[src/rtl/scpad_pkg.sv]
// Shared types for the scratchpad response tail: response record, requester
// select and the default per-destination FIFO depth.
package scpad_pkg;

   localparam int SCPAD_ID_WIDTH   = 4;
   localparam int SCPAD_TAIL_DEPTH = 2;
   localparam int SCPAD_TAG_WIDTH  = 4;
   localparam int SCPAD_DATA_WIDTH = 32;

   typedef enum logic {
      SRC_BE = 1'b0,
      SRC_FE = 1'b1
   } src_t;

   typedef struct packed {
      src_t                        src;
      logic [SCPAD_TAG_WIDTH-1:0]  tag;
      logic [SCPAD_DATA_WIDTH-1:0] data;
      logic                        wr_ack;
   } res_t;

endpackage

[src/rtl/scpad_tail_fifo.sv]
// Small circular FIFO of responses for one requester. Storage, pointers and
// count all clear on reset so the head payload reads as zero afterwards.
module scpad_tail_fifo
   import scpad_pkg::*;
#(
   parameter int DEPTH = SCPAD_TAIL_DEPTH
) (
   input  logic clk,
   input  logic n_rst,
   input  logic push,
   input  res_t wdata,
   output logic valid,
   output res_t rdata,
   input  logic ready,
   output logic full
);

   localparam int PTR_W = $clog2(DEPTH);
   localparam int CNT_W = $clog2(DEPTH + 1);
   localparam logic [PTR_W-1:0] LAST_PTR = PTR_W'(DEPTH - 1);
   localparam logic [CNT_W-1:0] FULL_CNT = CNT_W'(DEPTH);

   res_t             mem [DEPTH];
   logic [PTR_W-1:0] wr_ptr;
   logic [PTR_W-1:0] rd_ptr;
   logic [CNT_W-1:0] count;
   logic             pop;

   // Pointers wrap explicitly so DEPTH need not be a power of two.
   function automatic logic [PTR_W-1:0] next_ptr(input logic [PTR_W-1:0] p);
      return (p == LAST_PTR) ? '0 : p + PTR_W'(1);
   endfunction

   assign valid = (count != '0);
   assign full  = (count == FULL_CNT);
   assign rdata = mem[rd_ptr];
   assign pop   = valid && ready;

   // Storage write, pointer advance and occupancy tracking.
   always_ff @(posedge clk or negedge n_rst) begin
      if (!n_rst) begin
         for (int i = 0; i < DEPTH; i++) begin
            mem[i] <= '0;
         end
         wr_ptr <= '0;
         rd_ptr <= '0;
         count  <= '0;
      end else begin
         if (push) begin
            mem[wr_ptr] <= wdata;
            wr_ptr      <= next_ptr(wr_ptr);
         end
         if (pop) begin
            rd_ptr <= next_ptr(rd_ptr);
         end
         case ({push, pop})
            2'b10:   count <= count + CNT_W'(1);
            2'b01:   count <= count - CNT_W'(1);
            default: count <= count;
         endcase
      end
   end

endmodule

[src/rtl/scpad_tail.sv]
// Scratchpad response tail: steers each completed response to the BE or FE
// FIFO by its src field and raises r_stall while either FIFO is full.
// Optional feature macro: SCPAD_TAIL_PERF_EN adds three wrapping 32-bit
// performance counters (BE pops, FE pops, stalled cycles) and their ports.
module scpad_tail
   import scpad_pkg::*;
#(
   parameter logic [SCPAD_ID_WIDTH-1:0] IDX   = '0,
   parameter int                        DEPTH = SCPAD_TAIL_DEPTH
) (
   input  logic        clk,
   input  logic        n_rst,
   input  logic        stomach_res_valid,
   input  res_t        stomach_res,
   output logic        be_res_valid,
   output res_t        be_res,
   input  logic        be_res_ready,
   output logic        fe_res_valid,
   output res_t        fe_res,
   input  logic        fe_res_ready,
   output logic        r_stall
`ifdef SCPAD_TAIL_PERF_EN
   ,
   output logic [31:0] be_res_cnt,
   output logic [31:0] fe_res_cnt,
   output logic [31:0] stall_cnt
`endif
);

   logic accept;
   logic be_push;
   logic fe_push;
   logic be_full;
   logic fe_full;

   // Stall ignores the incoming src on purpose: one full side holds both.
   assign r_stall = be_full || fe_full;
   assign accept  = stomach_res_valid && !r_stall;
   assign be_push = accept && (stomach_res.src == SRC_BE);
   assign fe_push = accept && (stomach_res.src != SRC_BE);

   scpad_tail_fifo #(.DEPTH(DEPTH)) u_be_fifo (
      .clk   (clk),
      .n_rst (n_rst),
      .push  (be_push),
      .wdata (stomach_res),
      .valid (be_res_valid),
      .rdata (be_res),
      .ready (be_res_ready),
      .full  (be_full)
   );

   scpad_tail_fifo #(.DEPTH(DEPTH)) u_fe_fifo (
      .clk   (clk),
      .n_rst (n_rst),
      .push  (fe_push),
      .wdata (stomach_res),
      .valid (fe_res_valid),
      .rdata (fe_res),
      .ready (fe_res_ready),
      .full  (fe_full)
   );

   a_be_no_overflow : assert property (@(posedge clk) disable iff (!n_rst) !(be_push && be_full))
      else $error("scpad_tail %0d: push into full BE fifo", IDX);
   a_fe_no_overflow : assert property (@(posedge clk) disable iff (!n_rst) !(fe_push && fe_full))
      else $error("scpad_tail %0d: push into full FE fifo", IDX);

`ifdef SCPAD_TAIL_PERF_EN
   // Wrapping event counters: delivered responses per side and held cycles.
   always_ff @(posedge clk or negedge n_rst) begin
      if (!n_rst) begin
         be_res_cnt <= '0;
         fe_res_cnt <= '0;
         stall_cnt  <= '0;
      end else begin
         if (be_res_valid && be_res_ready) be_res_cnt <= be_res_cnt + 32'd1;
         if (fe_res_valid && fe_res_ready) fe_res_cnt <= fe_res_cnt + 32'd1;
         if (stomach_res_valid && r_stall) stall_cnt  <= stall_cnt + 32'd1;
      end
   end
`endif

endmodule

[config.mk]
export PLATFORM = sky130hd
export DESIGN_NAME = scpad_tail
export DESIGN_NICKNAME = d
export VERILOG_FILES = /design/src/rtl/scpad_pkg.sv /design/src/rtl/scpad_tail_fifo.sv /design/src/rtl/scpad_tail.sv
export SDC_FILE = /design/constraint.sdc
export NUM_CORES = 1
export LEC_CHECK = 0
export BUFFER_PORTS_ARGS = -buffer_cell sky130_fd_sc_hd__buf_2
export CORE_MARGIN = 3
export CORE_UTILIZATION = 50
export DETAILED_ROUTE_END_ITERATION = 10
export HOLD_SLACK_MARGIN = 0.15
export PLACE_DENSITY = 0.74
export SLEW_MARGIN = 5
export SYNTH_ARGS = -nofsm -noshare
export SYNTH_HDL_FRONTEND = slang
export SYNTH_SLANG_ARGS = --single-unit
[constraint.sdc]
create_clock -name clk -period 2.3 [get_ports clk]
set_input_delay 0.115 -clock clk [delete_from_list [all_inputs] [get_ports clk]]
set_output_delay 0.115 -clock clk [all_outputs]
set_load 0.01 [all_outputs]
After elaboration in Yosys (flattened, before gate mapping)
Index checks and enable logic that the tools add are counted.
{"block": "totals", "reg_bits": 160, "in_bits": 43, "output_inout_bits": 79, "wordCells": 78}
{"block": "op_classes", "n_addsub": 8, "n_lt_le_gt_ge": 6, "n_eq_ne": 6, "muxes": 18, "bitwise": 5, "n_reduce_logical": 13}
{"op": "38-bit 2-to-1 mux", "count": 8}
{"op": "76-bit bitwise mux", "count": 2}
{"op": "38-bit demux with 1-bit select", "count": 2}
{"op": "2-bit equality test, second input constant", "count": 4}
{"op": "2-bit >= comparator, second input constant", "count": 4}
{"op": "1-bit NOT with 2-bit output", "count": 4}
{"op": "2-bit one-hot mux with 2 select lines", "count": 2}
{"op": "2-bit nonzero test", "count": 4}
{"op": "1-bit logical AND", "count": 7}
{"op": "1-bit adder, second input constant", "count": 4}
{"op": "2-bit by 1-bit adder with 2-bit output, second input constant", "count": 2}
{"op": "2-bit by 1-bit equality test with 1-bit output, second input constant", "count": 2}
{"op": "2-bit by 1-bit < comparator with 1-bit output, second input constant", "count": 2}
{"op": "1-bit 2-to-1 mux", "count": 4}
{"op": "2-bit by 1-bit subtractor with 2-bit output, second input constant", "count": 2}
{"op": "1-bit zero test", "count": 1}
{"op": "1-bit logical OR", "count": 1}
{"op": "1-bit NOT", "count": 1}

Logic depth before layout (Yosys ltp)
Gate-level depths: netlist of the first run.
{"block": "depth", "depth_word": 7, "ltp_mapped": 6, "ltp_nobuf": 6}

Hierarchy
A second synthesis of the first run with hierarchy kept.
{"block": "hier_totals", "cells_unflattened": 441, "hier_area_um2": 7196.9}
{"module": "scpad_tail_fifo at u_fe_fifo", "n_inst": 1, "cells_per_inst": 219, "area_each_um2": 3648.5}
{"module": "scpad_tail_fifo at u_be_fifo", "n_inst": 1, "cells_per_inst": 219, "area_each_um2": 3514.6}
{"module": "scpad_tail", "n_inst": 1, "cells_per_inst": 3, "area_each_um2": 33.8}

Worst setup path before layout of the first run
No wires, ideal clock.
{"block": "synth_path", "path_type": "reg2reg", "start": "reg u_be_fifo.count[1]", "end": "reg u_be_fifo.mem[51] (netlist name)", "setup_ns": 0.125, "t_arrival_ns": 1.648, "required_time_ns": 2.175, "setup_slack_ns": 0.527, "path_stages_with_launch": 6, "n_path_buf": 2, "period_less_slack_ns": 1.773, "cell_sequence": "dfrtp_1 -> nor2b_2 -> or4_4 -> buf_6 -> buf_6 -> mux2_4"}
{"block": "synth_between", "elab_chain_len": 5}
{"element": "start, declared", "line": "scpad_tail_fifo.sv:26", "text": "logic [CNT_W-1:0] count;"}
{"element": "start signal, assigned", "line": "scpad_tail_fifo.sv:57", "text": "2'b10: count <= count + CNT_W'(1);"}
{"element": "start signal, assigned", "line": "scpad_tail_fifo.sv:58", "text": "2'b01: count <= count - CNT_W'(1);"}
{"element": "start signal, assigned", "line": "scpad_tail_fifo.sv:59", "text": "default: count <= count;"}
{"element": "2-bit equality test", "line": "scpad_tail_fifo.sv:35", "text": "assign full = (count == FULL_CNT);"}
{"element": "1-bit logical OR", "line": "scpad_tail.sv:37", "text": "assign r_stall = be_full || fe_full;"}
{"element": "1-bit zero test", "line": "scpad_tail.sv:38", "text": "assign accept = stomach_res_valid && !r_stall;"}
{"element": "1-bit logical AND", "line": "scpad_tail.sv:38"}
{"element": "1-bit logical AND", "line": "scpad_tail.sv:39", "text": "assign be_push = accept && (stomach_res.src == SRC_BE);"}
{"element": "end signal, assigned by index", "line": "scpad_tail_fifo.sv:50", "text": "mem[wr_ptr] <= wdata;"}
{"element": "end, declared", "line": "scpad_tail_fifo.sv:23", "text": "res_t mem [DEPTH];"}
Every way passes these cells.
A chain may end at the register's enable or synchronous reset.

Worst setup path after layout of the first run
{"block": "layout_path", "start": "reg u_fe_fifo.count[0]", "end": "reg u_be_fifo.mem[41] (netlist name)"}
{"block": "layout_between", "elab_chain_len": 5}
{"element": "start, declared", "line": "scpad_tail_fifo.sv:26"}
{"element": "start signal, assigned", "line": "scpad_tail_fifo.sv:57"}
{"element": "start signal, assigned", "line": "scpad_tail_fifo.sv:58"}
{"element": "start signal, assigned", "line": "scpad_tail_fifo.sv:59"}
{"element": "2-bit equality test", "line": "scpad_tail_fifo.sv:35"}
{"element": "1-bit logical OR", "line": "scpad_tail.sv:37"}
{"element": "1-bit zero test", "line": "scpad_tail.sv:38"}
{"element": "1-bit logical AND", "line": "scpad_tail.sv:38"}
{"element": "1-bit logical AND", "line": "scpad_tail.sv:39"}
Every way passes these cells.

==> flow_summary.html, run 1 <==
<table>
<tr><th>Metric</th><th>Value</th></tr>
<tr><th colspan="2">Worst setup path</th></tr>
<tr><td>FF-to-FF path depth</td><td>3</td></tr>
<tr><td>Category of the worst setup path capture point</td><td>register</td></tr>
<tr><td>Crit Reg-Reg Endpoint</td><td>u_be_fifo.mem[41]$_DFFE_PN0P_</td></tr>
<tr><td>Highest fanout seen on the critical path</td><td>38</td></tr>
<tr><td>Worst setup slack for register-to-register paths</td><td>0.22 ns</td></tr>
<tr><td>Startpoint Class</td><td>register</td></tr>
<tr><td>Number of buffers and inverters on the critical path</td><td>0</td></tr>
<tr><td>Cells along the critical path</td><td>nor2b_1 -&gt; or4_4 -&gt; mux2_2</td></tr>
<tr><td>Start-to-end type of the worst setup path</td><td>register to register</td></tr>
<tr><td>Required time worst endpoint</td><td>2.60 ns</td></tr>
<tr><td>CP max-delay cell</td><td>sky130_fd_sc_hd__or4_4</td></tr>
<tr><td>Highest cell delay on the worst timing path</td><td>0.67 ns</td></tr>
<tr><td>Data arrival, critical path</td><td>2.37 ns</td></tr>
<tr><td>Crit path max-delay family</td><td>simple AND/OR/NAND/NOR gates</td></tr>
<tr><td>Worst reg2reg path startpoint</td><td>u_fe_fifo.count[0]$_DFFE_PN0P_</td></tr>
<tr><th colspan="2">Layout</th></tr>
<tr><td>Relative area change from synthesis to final layout</td><td>26.4%</td></tr>
<tr><td>Proportion of layout cells with a drive suffix above 1</td><td>0.634</td></tr>
<tr><td>Ant. Diodes</td><td>0</td></tr>
<tr><td>Layout Cell Area excl Fill</td><td>8830 sq um</td></tr>
<tr><td>Post-route core utilization</td><td>0.656</td></tr>
<tr><td>Number of nets in the final layout</td><td>653</td></tr>
<tr><td>Number of inserted filler cells in the final layout</td><td>1009</td></tr>
<tr><th colspan="2">Route</th></tr>
<tr><td>Number of iterations in the first detailed-routing pass</td><td>4</td></tr>
<tr><td>Residual DRC</td><td>0</td></tr>
<tr><td>DR WL/cell</td><td>17.9 um</td></tr>
<tr><td>Total via count after detailed routing</td><td>4182</td></tr>
<tr><td>First DRT Iteration DRCs</td><td>181</td></tr>
<tr><td>Vias per Instance</td><td>5.25</td></tr>
<tr><td>Drt total wl</td><td>14300 um</td></tr>
<tr><td>Remaining antenna violation count after routing</td><td>0</td></tr>
<tr><th colspan="2">Clock network</th></tr>
<tr><td>Root Driver</td><td>sky130_fd_sc_hd__clkbuf_16</td></tr>
<tr><td>Worst-path clk slew</td><td>0.06 ns</td></tr>
<tr><td>Number of buffers inserted by post-CTS setup repair</td><td>0</td></tr>
<tr><td>H-Tree Depth</td><td>4</td></tr>
<tr><td>Later-pin clock latency in the skew report</td><td>0.42 ns</td></tr>
<tr><td>Clock tree from TritonCTS</td><td>yes</td></tr>
<tr><td>Buffer levels on the longest clock path</td><td>2</td></tr>
<tr><td>Clock tree sinks</td><td>160</td></tr>
<tr><td>Cts bufs inserted</td><td>17</td></tr>
<tr><th colspan="2">Power</th></tr>
<tr><td>Total power per unit cell area</td><td>1500 nW/um^2</td></tr>
<tr><td>Reg power frac</td><td>0.380</td></tr>
<tr><td>Combinational cell fraction of total power</td><td>0.413</td></tr>
<tr><td>Worst VDD drop</td><td>0.692 mV</td></tr>
<tr><td>Net switching fraction of the power</td><td>0.314</td></tr>
<tr><td>Leak</td><td>4.02 nW</td></tr>
<tr><td>Switching power summed over all nets</td><td>4.17 mW</td></tr>
<tr><td>Clock power share</td><td>0.207</td></tr>
<tr><td>Internal Pwr Total</td><td>9.11 mW</td></tr>
<tr><th colspan="2">Timing</th></tr>
<tr><td>Endpoints failing hold</td><td>0</td></tr>
<tr><td>Number of max-slew violations in the final report</td><td>0</td></tr>
<tr><td>Min Clock Period, post-route</td><td>2.08 ns</td></tr>
<tr><td>Worst-Margin Slew</td><td>0.674 ns</td></tr>
<tr><td>Final hold slack</td><td>0.152 ns</td></tr>
<tr><td>Final count of negative-setup-slack endpoints</td><td>0</td></tr>
<tr><td>Setup TNS after final layout</td><td>0 ns</td></tr>
<tr><td>Achievable frequency</td><td>482 MHz</td></tr>
<tr><td>Final clock skew</td><td>0.00538 ns</td></tr>
<tr><td>Relative max-transition margin</td><td>0.550</td></tr>
<tr><td>Unrepaired setup endpoints after global routing</td><td>false</td></tr>
<tr><td>Final cycle utilization of the critical path</td><td>0.902</td></tr>
<tr><th colspan="2">Synthesis</th></tr>
<tr><td>Post-synthesis net count</td><td>486</td></tr>
<tr><td>Syn Area/Cell</td><td>15.8 sq um</td></tr>
<tr><td>Number of unique standard cell types used by synthesis</td><td>23</td></tr>
<tr><td>Synth Instances</td><td>441</td></tr>
<tr><td>Post-synth design cell area</td><td>6990 sq um</td></tr>
<tr><td>Fraction of the yosys area taken by sequential cells</td><td>0.573</td></tr>
<tr><td>Count of yosys warnings during synthesis</td><td>0</td></tr>
<tr><td>Post-synthesis sequential element count</td><td>160</td></tr>
<tr><th colspan="2">Global route</th></tr>
<tr><td>Overall fraction of global-route tracks in use</td><td>0.193</td></tr>
<tr><td>Global-route wire length before repair</td><td>23700 um</td></tr>
<tr><td>GR Overflow Total</td><td>0</td></tr>
<tr><td>Initial antenna violation count</td><td>0</td></tr>
<tr><td>Maximum number of pins on one net before global-route repair</td><td>60</td></tr>
<tr><td>Number of global-route vias before repair</td><td>4538</td></tr>
<tr><th colspan="2">Placement</th></tr>
<tr><td>Weighted congestion at the end of routability-driven global placement</td><td>0.740</td></tr>
<tr><td>Placed Area</td><td>7850 sq um</td></tr>
<tr><td>Count of port buffers added during placement</td><td>121</td></tr>
<tr><td>Half-perimeter wire length of the detailed placement result</td><td>9400 um</td></tr>
<tr><th colspan="2">Min path</th></tr>
<tr><td>Class of the tightest hold or removal check</td><td>input port to asynchronous set/reset pin</td></tr>
<tr><th colspan="2">Floorplan</th></tr>
<tr><td>Area of the die</td><td>15400 sq um</td></tr>
<tr><td>Core area</td><td>13500 sq um</td></tr>
<tr><td># rows</td><td>42</td></tr>
<tr><td>I/O pin count</td><td>122</td></tr>
<tr><td>Die height</td><td>124 um</td></tr>
<tr><td>Starting utilization of the core area</td><td>0.519</td></tr>
<tr><td>Horizontal die dimension</td><td>124 um</td></tr>
<tr><th colspan="2">Run</th></tr>
<tr><td>Max-cap violation count</td><td>0</td></tr>
<tr><th colspan="2">Run status</th></tr>
<tr><td>Run status</td><td>completed</td></tr>
</table>
power groups by stage:
stage	Sequential (mW)	Combinational, mW	Clock [mW]
3_5_place_dp	5.08	5.50	0
6_report	5.05	5.49	2.75
2_1_floorplan	4.73	3.90	0
4_1_cts	5.05	5.59	2.80
5_1_grt	5.23	5.94	2.92
3_3_place_gp	4.96	5.36	0
registers in the layout, summed over array words and instances (netlist names):
signal	flops
u_fe_fifo.count	2
u_fe_fifo.rd_ptr	1
u_be_fifo.count	2
u_fe_fifo.wr_ptr	1
u_fe_fifo.mem	76
u_be_fifo.mem	76
u_be_fifo.wr_ptr	1
u_be_fifo.rd_ptr	1
logic make-up after synthesis:
logic type | after synthesis | share of synthesized area
xor+xnor | 10 | 0.0125
fa+ha+maj | 2 | 0.00358
buf+inv | 24 | 0.0199
flops | 160 | 0.573
mux | 224 | 0.371
simple gates | 21 | 0.0195
cells in the final DEF, fill, tap and decap left out, types with 2 or more instances in the layout:
cell | synthesis | layout
sky130_fd_sc_hd__and2_1 | 3 | 3
sky130_fd_sc_hd__buf_12 | 0 | 5
sky130_fd_sc_hd__buf_2 | 9 | 120
sky130_fd_sc_hd__buf_4 | 4 | 6
sky130_fd_sc_hd__bufinv_16 | 0 | 2
sky130_fd_sc_hd__clkbuf_16 | 0 | 17
sky130_fd_sc_hd__clkbuf_8 | 0 | 3
sky130_fd_sc_hd__clkinv_2 | 0 | 6
sky130_fd_sc_hd__clkinvlp_4 | 0 | 3
sky130_fd_sc_hd__dfrtp_1 | 160 | 158
sky130_fd_sc_hd__dfrtp_2 | 0 | 2
sky130_fd_sc_hd__dlygate4sd3_1 | 0 | 40
sky130_fd_sc_hd__ha_1 | 2 | 2
sky130_fd_sc_hd__mux2_1 | 5 | 5
sky130_fd_sc_hd__mux2_2 | 200 | 200
sky130_fd_sc_hd__mux2_4 | 19 | 19
sky130_fd_sc_hd__nor2_1 | 2 | 2
sky130_fd_sc_hd__nor2b_1 | 2 | 2
sky130_fd_sc_hd__nor4b_2 | 0 | 2
sky130_fd_sc_hd__or2_2 | 5 | 5
sky130_fd_sc_hd__or3_1 | 2 | 2
sky130_fd_sc_hd__xnor2_1 | 6 | 6
sky130_fd_sc_hd__xor2_1 | 4 | 4
cell type report:
cell class | count | area [sq um] | area share
Tap cell | 176 | 220 | 0.0249
Clock inverter | 11 | 113 | 0.0128
Clock buffer | 21 | 470 | 0.0533
Sequential cell | 160 | 4010 | 0.454
Multi-Input combinational cell | 257 | 2860 | 0.324
Timing Repair Buffer | 172 | 1160 | 0.131
how the worst max path moves through the flow:
stage	startpoint	to	slack, ns	cells after the start
after floorplan	u_be_fifo.count[1]$_DFFE_PN0P_	u_be_fifo.mem[51]$_DFFE_PN0P_	0.53	5
after global placement	u_fe_fifo.count[0]$_DFFE_PN0P_	u_be_fifo.mem[49]$_DFFE_PN0P_	0.33	3
after detailed placement	u_fe_fifo.count[0]$_DFFE_PN0P_	u_be_fifo.mem[73]$_DFFE_PN0P_	0.22	3
after CTS	u_fe_fifo.count[0]$_DFFE_PN0P_	u_be_fifo.mem[71]$_DFFE_PN0P_	0.21	3
after global routing	u_fe_fifo.count[0]$_DFFE_PN0P_	u_be_fifo.mem[48]$_DFFE_PN0P_	0.07	3
final	u_fe_fifo.count[0]$_DFFE_PN0P_	u_be_fifo.mem[41]$_DFFE_PN0P_	0.22	3
synthesized netlist by cell type:
cell type / number / area, sq um
sky130_fd_sc_hd__or3_1: 2 / 12.5
sky130_fd_sc_hd__mux2_1: 5 / 56.3
sky130_fd_sc_hd__buf_1: 2 / 7.51
sky130_fd_sc_hd__nor2_1: 2 / 7.51
sky130_fd_sc_hd__mux2_2: 200 / 2250
sky130_fd_sc_hd__or2_2: 5 / 31.3
sky130_fd_sc_hd__xnor2_1: 6 / 52.6
sky130_fd_sc_hd__buf_4: 4 / 30.0
sky130_fd_sc_hd__clkbuf_1: 6 / 22.5
sky130_fd_sc_hd__nor4_1: 1 / 6.26
sky130_fd_sc_hd__dfrtp_1: 160 / 4000
sky130_fd_sc_hd__nor2b_2: 1 / 8.76
sky130_fd_sc_hd__nand2_1: 1 / 3.75
sky130_fd_sc_hd__nor4b_1: 2 / 17.5
sky130_fd_sc_hd__ha_1: 2 / 25.0
sky130_fd_sc_hd__buf_6: 3 / 33.8
sky130_fd_sc_hd__or4_4: 1 / 11.3
sky130_fd_sc_hd__xor2_1: 4 / 35.0
sky130_fd_sc_hd__nand2b_1: 1 / 6.26
sky130_fd_sc_hd__mux2_4: 19 / 285
sky130_fd_sc_hd__and2_1: 3 / 18.8
sky130_fd_sc_hd__nor2b_1: 2 / 12.5
sky130_fd_sc_hd__buf_2: 9 / 45.0
metal layers:
layer	up-vias	GRT usage	part of all wire
met2	93	0.309	0.49
met3	18	0.0468	0.042
met4	0	0.0613	0.014
li1	1913	-	-
met1	2158	0.260	0.45
met5	-	0	0
stage by stage:
stage	setup slack, ns	instances	total power [mW]
after global routing	0.0737	797	14.1
after global placement	0.331	725	10.3
final	0.225	797	13.3
after detailed placement	0.215	725	10.6
after CTS	0.211	797	13.4
after floorplan	0.527	441	8.62
what timing repair did:
action,4_1_cts,5_1_grt
endpoints found under the hold margin,310,0
gates resized for setup,0,0
hold buffers,40,0
No activity file was read; power rests on OpenSTA's default activity.
==> inputs of run 2 (changes only) <==
--- a/config.mk
+++ b/config.mk
@@ -11,6 +11,7 @@
 export DETAILED_ROUTE_END_ITERATION = 10
 export HOLD_SLACK_MARGIN = 0.15
 export PLACE_DENSITY = 0.74
+export SETUP_SLACK_MARGIN = 0.5
 export SLEW_MARGIN = 5
 export SYNTH_ARGS = -nofsm -noshare
 export SYNTH_HDL_FRONTEND = slang
==> flow_summary.html, run 2 (synthesized netlist as in run 1, its figures left out) <==
<table>
<tr><th>Metric</th><th>Value</th></tr>
<tr><th colspan="2">Global route</th></tr>
<tr><td>Initial antenna violation count</td><td>0</td></tr>
<tr><td>Maximum number of pins on one net before global-route repair</td><td>60</td></tr>
<tr><td>Overall fraction of global-route tracks in use</td><td>0.207</td></tr>
<tr><td>Global-route wire length before repair</td><td>25100 um</td></tr>
<tr><td>GR Overflow Total</td><td>0</td></tr>
<tr><td>Number of global-route vias before repair</td><td>4563</td></tr>
<tr><th colspan="2">Layout</th></tr>
<tr><td>Most common cell after layout, fill and taps aside</td><td>sky130_fd_sc_hd__mux2_2</td></tr>
<tr><td>Relative area change from synthesis to final layout</td><td>29.8%</td></tr>
<tr><td>Number of nets in the final layout</td><td>668</td></tr>
<tr><td>Most used cells in the layout excluding fill and tap cells</td><td>200 x sky130_fd_sc_hd__mux2_2, 156 x sky130_fd_sc_hd__dfrtp_1, 120 x sky130_fd_sc_hd__buf_2</td></tr>
<tr><td>Layout Cell Area excl Fill</td><td>9060 sq um</td></tr>
<tr><td>Ant. Diodes</td><td>0</td></tr>
<tr><td>Non-filler cells in the finished layout</td><td>812</td></tr>
<tr><td>Registers with the most flip-flops</td><td>u_be_fifo.mem: 76 flops, u_fe_fifo.mem: 76 flops</td></tr>
<tr><td>Proportion of layout cells with a drive suffix above 1</td><td>0.651</td></tr>
<tr><th colspan="2">Placement</th></tr>
<tr><td>Weighted congestion at the end of routability-driven global placement</td><td>0.740</td></tr>
<tr><td>Placed Area</td><td>7850 sq um</td></tr>
<tr><td>Half-perimeter wire length of the detailed placement result</td><td>9400 um</td></tr>
<tr><td>Cell count after placement</td><td>725</td></tr>
<tr><td>Count of port buffers added during placement</td><td>121</td></tr>
<tr><td>Worst slack, placed</td><td>0.215 ns</td></tr>
<tr><th colspan="2">Worst setup path</th></tr>
<tr><td>Data arrival, critical path</td><td>2.08 ns</td></tr>
<tr><td>Required time worst endpoint</td><td>2.63 ns</td></tr>
<tr><td>FF-to-FF path depth</td><td>6</td></tr>
<tr><td>Highest cell delay on the worst timing path</td><td>0.37 ns</td></tr>
<tr><td>CP max-delay cell</td><td>sky130_fd_sc_hd__dfrtp_1</td></tr>
<tr><td>Startpoint Class</td><td>register</td></tr>
<tr><td>Start-to-end type of the worst setup path</td><td>register to register</td></tr>
<tr><td>Category of the worst setup path capture point</td><td>register</td></tr>
<tr><td>Highest fanout seen on the critical path</td><td>2</td></tr>
<tr><td>Cells along the critical path</td><td>buf_4 -&gt; or2_2 -&gt; and2_1 -&gt; ha_1 -&gt; nor2_2 -&gt; xor2_1</td></tr>
<tr><th colspan="2">Clock network</th></tr>
<tr><td>Cts bufs inserted</td><td>17</td></tr>
<tr><td>H-Tree Depth</td><td>4</td></tr>
<tr><td>Clock tree from TritonCTS</td><td>yes</td></tr>
<tr><td>Worst-path clk slew</td><td>0.06 ns</td></tr>
<tr><td>Buffer levels on the longest clock path</td><td>2</td></tr>
<tr><td>Later-pin clock latency in the skew report</td><td>0.42 ns</td></tr>
<tr><td>Clock tree sinks</td><td>160</td></tr>
<tr><td>Root Driver</td><td>sky130_fd_sc_hd__clkbuf_16</td></tr>
<tr><th colspan="2">Timing</th></tr>
<tr><td>Final cycle utilization of the critical path</td><td>0.758</td></tr>
<tr><td>Setup TNS after final layout</td><td>0 ns</td></tr>
<tr><td>Worst-Margin Slew</td><td>0.373 ns</td></tr>
<tr><td>Min Clock Period, post-route</td><td>1.74 ns</td></tr>
<tr><td>Slack of the critical path</td><td>0.558 ns</td></tr>
<tr><td>Relative max-transition margin</td><td>0.751</td></tr>
<tr><td>Achievable frequency</td><td>574 MHz</td></tr>
<tr><td>Final count of negative-setup-slack endpoints</td><td>0</td></tr>
<tr><td>Unrepaired setup endpoints after global routing</td><td>true</td></tr>
<tr><td>Final clock skew</td><td>0.00561 ns</td></tr>
<tr><td>Endpoints failing hold</td><td>0</td></tr>
<tr><td>Number of max-slew violations in the final report</td><td>0</td></tr>
<tr><th colspan="2">Floorplan</th></tr>
<tr><td>Die height</td><td>124 um</td></tr>
<tr><td># rows</td><td>42</td></tr>
<tr><td>I/O pin count</td><td>122</td></tr>
<tr><td>Horizontal die dimension</td><td>124 um</td></tr>
<tr><td>Area of the die</td><td>15400 sq um</td></tr>
<tr><td>Core area</td><td>13500 sq um</td></tr>
<tr><td>Starting utilization of the core area</td><td>0.519</td></tr>
<tr><th colspan="2">Power</th></tr>
<tr><td>Leak</td><td>4.14 nW</td></tr>
<tr><td>Total power per unit cell area</td><td>1500 nW/um^2</td></tr>
<tr><td>Worst VDD drop</td><td>0.693 mV</td></tr>
<tr><th colspan="2">Route</th></tr>
<tr><td>Vias per Instance</td><td>5.28</td></tr>
<tr><td>Remaining antenna violation count after routing</td><td>0</td></tr>
<tr><td>Residual DRC</td><td>0</td></tr>
<tr><td>Number of iterations in the first detailed-routing pass</td><td>4</td></tr>
<tr><td>First DRT Iteration DRCs</td><td>167</td></tr>
<tr><td>Drt total wl</td><td>15600 um</td></tr>
<tr><td>Total via count after detailed routing</td><td>4288</td></tr>
<tr><td>DR WL/cell</td><td>19.2 um</td></tr>
<tr><th colspan="2">Run status</th></tr>
<tr><td>Run status</td><td>completed</td></tr>
<tr><th colspan="2">Min path</th></tr>
<tr><td>Class of the tightest hold or removal check</td><td>input port to asynchronous set/reset pin</td></tr>
<tr><th colspan="2">Run</th></tr>
<tr><td>Max-cap violation count</td><td>0</td></tr>
</table>
## run 2: changes by cell type in the layout (fill, tap and decap cells not counted), sizes merged
cell    before  now
buf        132  145
bufbuf       0    1
or4          1    2
## run 2: final cells by class
type	count	area, sq um
fill	982	4390
sequential	160	4010
multi-input combinational	258	2910
timing repair buffer	186	1340
clock buffer	21	470
tap	176	220
clock inverter	11	113
## run 2: metal layers
metal | vias up | track usage | routed length (um)
li1 | 1936 | - | -
met1 | 2245 | 0.292 | 7360
met2 | 91 | 0.326 | 7480
met3 | 16 | 0.0455 | 560
met4 | 0 | 0.0580 | 190
met5 | - | 0 | 0
## run 2: what timing repair did
action	in CTS	in global routing
gates cloned	5	0
gates resized for setup	14	6
setup endpoints to repair	175	110
pin swaps	2	4
setup buffers	9	1
endpoints found under the hold margin	310	0
hold buffers	40	0
## run 2: where the power goes
part,internal [mW],switching [mW]
clock,1.67,1.08
combinational,3.38,2.49
sequential,4.24,0.757
## run 2: critical path: cells and delay by family (launching register included)
family	cells	cell delay, ns
flip-flops	1	0.37
XOR/XNOR	1	0.17
AND/OR/NAND/NOR	3	0.64
adder cells (fa/ha/maj)	1	0.33
buffers and inverters	1	0.14
## run 2: final timing paths
path                                                startpoint                        endpoint  slack (ns)
min in group clk                             stomach_res_valid    u_fe_fifo.wr_ptr$_DFFE_PN0P_        0.25
worst min register to register   u_fe_fifo.mem[75]$_DFFE_PN0P_   u_fe_fifo.mem[75]$_DFFE_PN0P_        0.47
worst min-delay path                                     n_rst   u_fe_fifo.mem[16]$_DFFE_PN0P_        0.15
worst max register to register  u_be_fifo.count[1]$_DFFE_PN0P_  u_be_fifo.count[1]$_DFFE_PN0P_        0.56
max in group asynchronous                                n_rst    u_fe_fifo.mem[6]$_DFFE_PN0P_        1.50
worst max-delay path            u_be_fifo.count[1]$_DFFE_PN0P_  u_be_fifo.count[1]$_DFFE_PN0P_        0.56
## run 2: stage by stage
step | power, mW | hold slack (ns) | utilization
after global placement | 10.3 | 0.0293 | 0.583
final | 13.6 | 0.150 | 0.674
after detailed placement | 10.6 | 0.0367 | 0.583
after CTS | 13.7 | 0.162 | 0.672
after global routing | 14.4 | 0.179 | 0.674
after floorplan | 8.62 | -0.181 | -
